`src/rtl/counter_pkg.sv`:
```
// ----------------------------------------------------------------------------
// counter_pkg
//
// Purpose:
//   Shared definitions for the counter project. This package holds the
//   direction encoding of the up/down counters and a parameter legality
//   macro. Every counter block uses the macro to reject a WIDTH/MODULUS/
//   RESET_VAL combination that cannot be built.
//
// Contents:
//   COUNTER_PARAMS_LEGAL(w, m, r) : macro, true when 2 <= w <= 16,
//                                   2 <= m <= 2**w and r < m
//   DIR_UP / DIR_DOWN             : encoding of the 'up' input
// ----------------------------------------------------------------------------

`ifndef COUNTER_PKG_MACROS
`define COUNTER_PKG_MACROS

// The macro lives outside the package because macros are text
// substitutions and cannot be imported. It is written as one expression so
// that it can feed a localparam directly.
`define COUNTER_PARAMS_LEGAL(w, m, r) \
    (((w) >= 2) && ((w) <= 16) && ((m) >= 2) && ((m) <= (1 << (w))) && \
     ((r) >= 0) && ((r) < (m)))

`endif

package counter_pkg;

    // Encoding of the 'up' port. A cascaded stage and its driver share these
    // constants, so the two always agree on which level counts up.
    localparam logic DIR_UP   = 1'b1;
    localparam logic DIR_DOWN = 1'b0;

endpackage : counter_pkg

```
`src/rtl/mod_step_unit.sv`:
```
// ----------------------------------------------------------------------------
// mod_step_unit
//
// Purpose:
//   Combinational modulo-MODULUS step. Given the present count, it computes
//   the next count after one increment or decrement by (step + cin). It also
//   reports whether that move crossed the modulus boundary.
//
// Parameters:
//   WIDTH    : bit width of count and step
//   MODULUS  : count range 0 .. MODULUS-1
//
// Ports:
//   count      in  WIDTH  present count (always < MODULUS)
//   step       in  WIDTH  increment magnitude
//   cin        in  1      extra +1 added to step (cascade carry-in)
//   up         in  1      DIR_UP = add, DIR_DOWN = subtract
//   next_count out WIDTH  count after the move
//   wrap_next  out 1      boundary crossed or a full revolution skipped
// ----------------------------------------------------------------------------

module mod_step_unit
    import counter_pkg::*;
#(
    parameter int WIDTH   = 4,
    parameter int MODULUS = 16
) (
    input  logic [WIDTH-1:0] count,
    input  logic [WIDTH-1:0] step,
    input  logic             cin,
    input  logic             up,
    output logic [WIDTH-1:0] next_count,
    output logic             wrap_next
);

    // The arithmetic is done in WIDTH+1 bits. MODULUS can be as large as
    // 2**WIDTH, and step+cin can reach 2**WIDTH, so neither value fits in
    // WIDTH bits.
    localparam logic [WIDTH:0] MOD_W = (WIDTH + 1)'(MODULUS);

    logic [WIDTH:0] step_cin;
    logic [WIDTH:0] inc_w;
    logic [WIDTH:0] count_w;
    logic [WIDTH:0] sum_w;
    logic           skip;

    // Form the effective increment. step+cin is reduced modulo MODULUS.
    // Because the divisor is a constant, the reduction collapses into fixed
    // logic at elaboration time.
    // If step+cin is already MODULUS or more, the counter jumps over at least
    // one whole revolution. That case must raise wrap even when the reduced
    // increment is zero.
    always_comb begin
        step_cin = {1'b0, step} + {{WIDTH{1'b0}}, cin};
        inc_w    = step_cin % MOD_W;
        skip     = (step_cin >= MOD_W);
        count_w  = {1'b0, count};
        sum_w    = count_w + inc_w;
    end

    // Apply the increment in the chosen direction and fold the result back
    // into 0 .. MODULUS-1.
    // Counting up, one conditional subtract is enough: count and inc are both
    // below MODULUS, so their sum is below 2*MODULUS.
    // Counting down, an underflow is repaired by adding MODULUS back. Adding
    // before subtracting keeps the intermediate value non-negative.
    // With MODULUS = 2**WIDTH the same comparisons become plain WIDTH-bit
    // wrap-around, because MOD_W is exactly the carry weight.
    always_comb begin
        next_count = count;
        wrap_next  = 1'b0;
        case (up)
            DIR_UP: begin
                if (sum_w >= MOD_W) begin
                    next_count = WIDTH'(sum_w - MOD_W);
                    wrap_next  = 1'b1;
                end else begin
                    next_count = WIDTH'(sum_w);
                end
            end
            DIR_DOWN: begin
                if (count_w >= inc_w) begin
                    next_count = WIDTH'(count_w - inc_w);
                end else begin
                    next_count = WIDTH'(count_w + MOD_W - inc_w);
                    wrap_next  = 1'b1;
                end
            end
        endcase
        if (skip) begin
            wrap_next = 1'b1;
        end
    end

endmodule : mod_step_unit

```
`src/rtl/mod_updown_counter.sv`:
```
// ----------------------------------------------------------------------------
// mod_updown_counter
//
// Purpose:
//   Loadable modulo-MODULUS up/down counter and accumulator. On each enabled
//   cycle the count moves by (step + cin) in the chosen direction and wraps
//   modulo MODULUS. Outputs are a registered one-cycle wrap pulse and a
//   sticky overflow flag.
//   Stages cascade by driving an upper stage's cin from a lower stage's wrap.
//   The upper stage then lags the lower one by a single cycle.
//
// Parameters:
//   WIDTH     : count/step/load width (2..16)
//   MODULUS   : count range 0 .. MODULUS-1 (2 .. 2**WIDTH)
//   RESET_VAL : count after reset (< MODULUS)
//
// Ports:
//   clk        in  1      rising-edge clock
//   rst        in  1      synchronous active-high reset, overrides everything
//   en         in  1      count enable
//   load       in  1      synchronous load of load_val (beats en)
//   load_val   in  WIDTH  value to load; out of range saturates to MODULUS-1
//   up         in  1      1 = count up, 0 = count down
//   step       in  WIDTH  increment magnitude
//   cin        in  1      extra +1 to the increment
//   clear_ovf  in  1      clears ovf_sticky unless a set event occurs
//   count      out WIDTH  current count, registered
//   wrap       out 1      one-cycle registered boundary pulse
//   ovf_sticky out 1      set on wrap or illegal load, held until cleared
// ----------------------------------------------------------------------------

module mod_updown_counter
    import counter_pkg::*;
#(
    parameter int WIDTH     = 4,
    parameter int MODULUS   = 16,
    parameter int RESET_VAL = 0
) (
    input  logic             clk,
    input  logic             rst,
    input  logic             en,
    input  logic             load,
    input  logic [WIDTH-1:0] load_val,
    input  logic             up,
    input  logic [WIDTH-1:0] step,
    input  logic             cin,
    input  logic             clear_ovf,
    output logic [WIDTH-1:0] count,
    output logic             wrap,
    output logic             ovf_sticky
);

    localparam bit PARAMS_OK = `COUNTER_PARAMS_LEGAL(WIDTH, MODULUS, RESET_VAL);

    localparam logic [WIDTH:0]   MOD_W   = (WIDTH + 1)'(MODULUS);
    localparam logic [WIDTH-1:0] MAX_W   = WIDTH'(MODULUS - 1);
    localparam logic [WIDTH-1:0] RESET_W = WIDTH'(RESET_VAL);

    // Stop elaboration on a parameter set that cannot work. Examples are a
    // modulus larger than the count width can hold, or a reset value outside
    // the count range.
    generate
        if (!PARAMS_OK) begin : g_bad_params
            $error("mod_updown_counter: illegal WIDTH/MODULUS/RESET_VAL");
        end
    endgenerate

    logic [WIDTH-1:0] step_next;
    logic             step_wrap;
    logic             illegal_load;
    logic             ovf_set;

    // All modulo arithmetic lives in the step unit. This module adds only the
    // registers and the rst > load > en priority on top of it.
    mod_step_unit #(
        .WIDTH   (WIDTH),
        .MODULUS (MODULUS)
    ) u_step (
        .count      (count),
        .step       (step),
        .cin        (cin),
        .up         (up),
        .next_count (step_next),
        .wrap_next  (step_wrap)
    );

    // Decide whether this cycle sets the sticky flag.
    // A load never counts, so while load is high only an out-of-range
    // load_val can set the flag. Otherwise the flag is set by an enabled
    // step that wraps.
    always_comb begin
        illegal_load = ({1'b0, load_val} >= MOD_W);
        ovf_set      = 1'b0;
        if (load) begin
            ovf_set = illegal_load;
        end else if (en) begin
            ovf_set = step_wrap;
        end
    end

    // State registers.
    // Reset overrides load, en and clear_ovf.
    // Load clamps an out-of-range value to MODULUS-1. That keeps the count
    // inside its range, so the step unit never sees an illegal count.
    // wrap is a one-cycle pulse and drops on any cycle that does not step.
    // For the sticky flag a set event beats clear_ovf in the same cycle, so
    // an overflow is never lost.
    always_ff @(posedge clk) begin
        if (rst) begin
            count      <= RESET_W;
            wrap       <= 1'b0;
            ovf_sticky <= 1'b0;
        end else begin
            if (load) begin
                count <= illegal_load ? MAX_W : load_val;
                wrap  <= 1'b0;
            end else if (en) begin
                count <= step_next;
                wrap  <= step_wrap;
            end else begin
                wrap  <= 1'b0;
            end

            if (ovf_set) begin
                ovf_sticky <= 1'b1;
            end else if (clear_ovf) begin
                ovf_sticky <= 1'b0;
            end
        end
    end

endmodule : mod_updown_counter
```
`config.mk`:
```
export PLATFORM = sky130hd
export DESIGN_NAME = mod_updown_counter
export DESIGN_NICKNAME = d
export VERILOG_FILES = /design/src/rtl/counter_pkg.sv /design/src/rtl/mod_step_unit.sv /design/src/rtl/mod_updown_counter.sv
export SDC_FILE = /design/constraint.sdc
export NUM_CORES = 1
export LEC_CHECK = 0
export BUFFER_PORTS_ARGS = -buffer_cell sky130_fd_sc_hd__buf_2
export CAP_MARGIN = 20
export CORE_MARGIN = 3
export CORE_UTILIZATION = 49
export CTS_CLUSTER_SIZE = 28
export DETAILED_ROUTE_END_ITERATION = 10
export PLACE_DENSITY = 0.77
export SYNTH_ARGS = -nofsm -noshare
export SYNTH_HDL_FRONTEND = slang
export SYNTH_SLANG_ARGS = --single-unit
export TNS_END_PERCENT = 1
```
`constraint.sdc`:
```
create_clock -name clk -period 2.3 [get_ports clk]
set_input_delay 0.23 -clock clk [delete_from_list [all_inputs] [get_ports clk]]
set_output_delay 0.23 -clock clk [all_outputs]
set_load 0.01 [all_outputs]
```
==> reports/qor.csv <==
stage,metric,value,unit
outcome,status,completed,
place,placed_cell_area,765.7,µm²
clocking,clkSlewWorstSetupHoldPaths,50,ps
yosys,async_flop_share,0,%
grt,antenna_found_initial,0,
routing,via_count,604,
flow_run,cap_viol_max_count,0,
clocking,cts_tree,built,
clocking,cts_max_path_buffers,2,
layout,fillCellCount,100,
timing,worstMarginPinSlew,289.6,ps
setup_path,critical-path-max-stage-delay,410,ps
layout,drive_gt1_share,26.53,%
power_and_ir_drop,cellPowerDensity,476.9,nW/µm²
setup_path,crit_type,input pin to register,
yosys,synth_ff_type,dfxtp_1,
routing,vias_per_cell,5.393,
timing,max_slew_margin,80.45,%
die,coreArea,1186,µm²
yosys,synth_seq_cells,6,
die,die_w,42.76,µm
layout,area_growth,19.09,%
setup_path,r2r_setup_slack,270,ps
timing,hold_viol_final,0,
die,row_count,12,
yosys,syn_area,661.9,µm²
die,ios,21,
power_and_ir_drop,irDropWorstVdd,0.0003132,V
grt,track_usage,17.33,%
clocking,ctsHoldBuffers,0,
setup_path,startpoint_type,input pin,
yosys,synth_edf_count,0,
setup_path,slowest_stage,fa_1,
yosys,synth_nets,105,
place,io_buffers,20,
layout,finalNonFillerCells,112,
yosys,synthCells,77,
timing,final-max-slew-violation-count,0,
setup_path,worst_setup_path_end_kind,register,
die,die_h,42.76,µm
routing,drtPass1Iterations,2,
routing,wl_per_cell,12.76,µm
die,dieArea,1828,µm²
layout,final_cell_area,788.3,µm²
power_and_ir_drop,p_leak,0.3876,nW
timing,final-setup-viol-count,0,
grt,grt_pass1_vias,561,
grt,grt_max_degree,12,
min_path,holdPathStages,3,
yosys,synth_warnings,0,
yosys,synth_cell_types,29,
clocking,cts_buffers,3,
routing,remaining_drc_errors,0,
yosys,yosys-top-cells-count,"ha_1, inv_1, nor2_1",
grt,grt_pass1_wl,2.387,mm
clocking,cts-resized-gates,0,
die,start_util,55.80,%
setup_path,cp_common_cell,ha_1,
setup_path,path_cells,buf_2 -> ha_1 -> ha_1 -> inv_1 -> fa_1 -> nor2_1 -> a221oi_2 -> o311a_1 -> a2111oi_2,
yosys,synth_top_area_share,20.79,%
clocking,insertion_delay,250,ps
timing,clock_skew,2.991,ps
clocking,clock_sinks,6,
place,hpwlAfterDp,1.183,mm
min_path,hold_class,input pin to register,
layout,antenna_cells,0,
min_path,min_to,count[1],
timing,holdWs,226.2,ps
power_and_ir_drop,power.total,0.3759,mW
min_path,min_from,load_val[1],
place,place_congestion,0.8554,
grt,grt_overflow,0,
layout,nets,128,
timing,fmax,0.4747,GHz
setup_path,rr_worst_depth,8,
routing,routed_wl,1.429,mm
setup_path,r2r-end,wrap,
yosys,synth.most_common_cell,ha_1,
yosys,syn_avg_cell_area,8.596,µm²
timing,setup_tns,0,ps
timing,period_minus_slack,2107,ps
yosys,synth.largest_area_cell,ha_1,
setup_path,cp.arrival,2240,ps
clocking,cts_setup_buffers,0,
clocking,cts_root_buf,clkbuf_4,
setup_path,crit_fanout,2,
timing,rsz0062_at_grt,no,
yosys,ys_seq_area_share,18.15,%
place,dp_cells,109,
routing,drtAntennaViolNets,0,
setup_path,r2r_start,count[0],
setup_path,crit_required,2440,ps
yosys,yosys-top-cells-area,"ha_1, dfxtp_1, fa_1",
timing,fin_crit_sh,91.59,%
clocking,htree_num_levels,1,
routing,drt_iter0_markers,10,
## state kept, by name, summed over array words and instances, names as in the netlist
name        cells
wrap            1
ovf_sticky      1
count           4
## kinds of logic after synthesis
| logic type | Yosys count | synth area share [%] |
|---|---|---|
| multiplexers | 1 | 1.512 |
| AO/OA/AOI/OAI | 15 | 18.72 |
| buffers and inverters | 12 | 8.317 |
| flip-flops | 6 | 18.15 |
| XOR/XNOR | 4 | 5.294 |
| AND/OR/NAND/NOR | 26 | 21.17 |
| adder cells (fa/ha/maj) | 13 | 26.84 |
## layout make-up
| cell class | instances | area, µm² | share of cell area, % |
|---|---|---|---|
| repair buffers | 21 | 107.6 | 13.65 |
| multi-input cells | 59 | 486.7 | 61.75 |
| inverters | 9 | 33.78 | 4.286 |
| clock buffers | 3 | 22.52 | 2.857 |
| well taps | 14 | 17.52 | 2.222 |
| flip-flops and latches | 6 | 120.1 | 15.24 |
## per-layer routing
layer / vias to the layer above / GRT usage [%] / share of wire, %
li1: 311 / - / -
met1: 279 / 19.85 / 44
met2: 14 / 29.64 / 52
met3: 0 / 6.780 / 4.6
met4: 0 / 4.348 / 0
met5: - / 0 / 0
## how the worst max path moves through the flow
| stage | startpoint | cells past startpoint | end |
|---|---|---|---|
| 3_3_place_gp | step[0] | 9 | wrap |
| 3_5_place_dp | step[0] | 9 | wrap |
| 2_1_floorplan | step[0] | 8 | wrap |
| 5_1_grt | step[0] | 9 | wrap |
| 4_1_cts | step[0] | 9 | wrap |
| 6_report | step[0] | 9 | wrap |
## cell usage in the layout (no fill, tap or decap), types with 2 or more instances in the layout
cell and count:
xor2_1 2, fa_1 2, ha_1 11, nand2_1 2, nor2_1 7, nand2b_1 3
dfxtp_1 6, nor2b_1 5, nand3_1 3, clkbuf_4 3, inv_1 9, a21oi_1 4
nor3_1 3, a311oi_1 2, buf_2 20, xnor2_1 2
## metrics by stage
step / worst slack (ps) / utilization, %
floorplan: 168.3 / -
global placement: 25.31 / 64.56
detailed placement: -54.33 / 64.56
CTS: 201.4 / 66.46
global route: 50.04 / 66.46
finish: 193.4 / 66.46
## worst max-delay path: cells and delay by family
family	cells	cell delay, ps
adder cells (fa/ha/maj)	3	910
AO/OA/AOI/OAI	3	790
buffers and inverters	2	170
AND/OR/NAND/NOR	1	150
## power by group
part / total, mW / switching (mW) / internal, mW
Clock: 0.101 / 0.0414 / 0.0593
Sequential: 0.121 / 0.00877 / 0.112
Combinational: 0.154 / 0.0818 / 0.0725
Total: 0.376 / 0.132 / 0.244
Note: power is estimated with default switching activity, not from simulation.
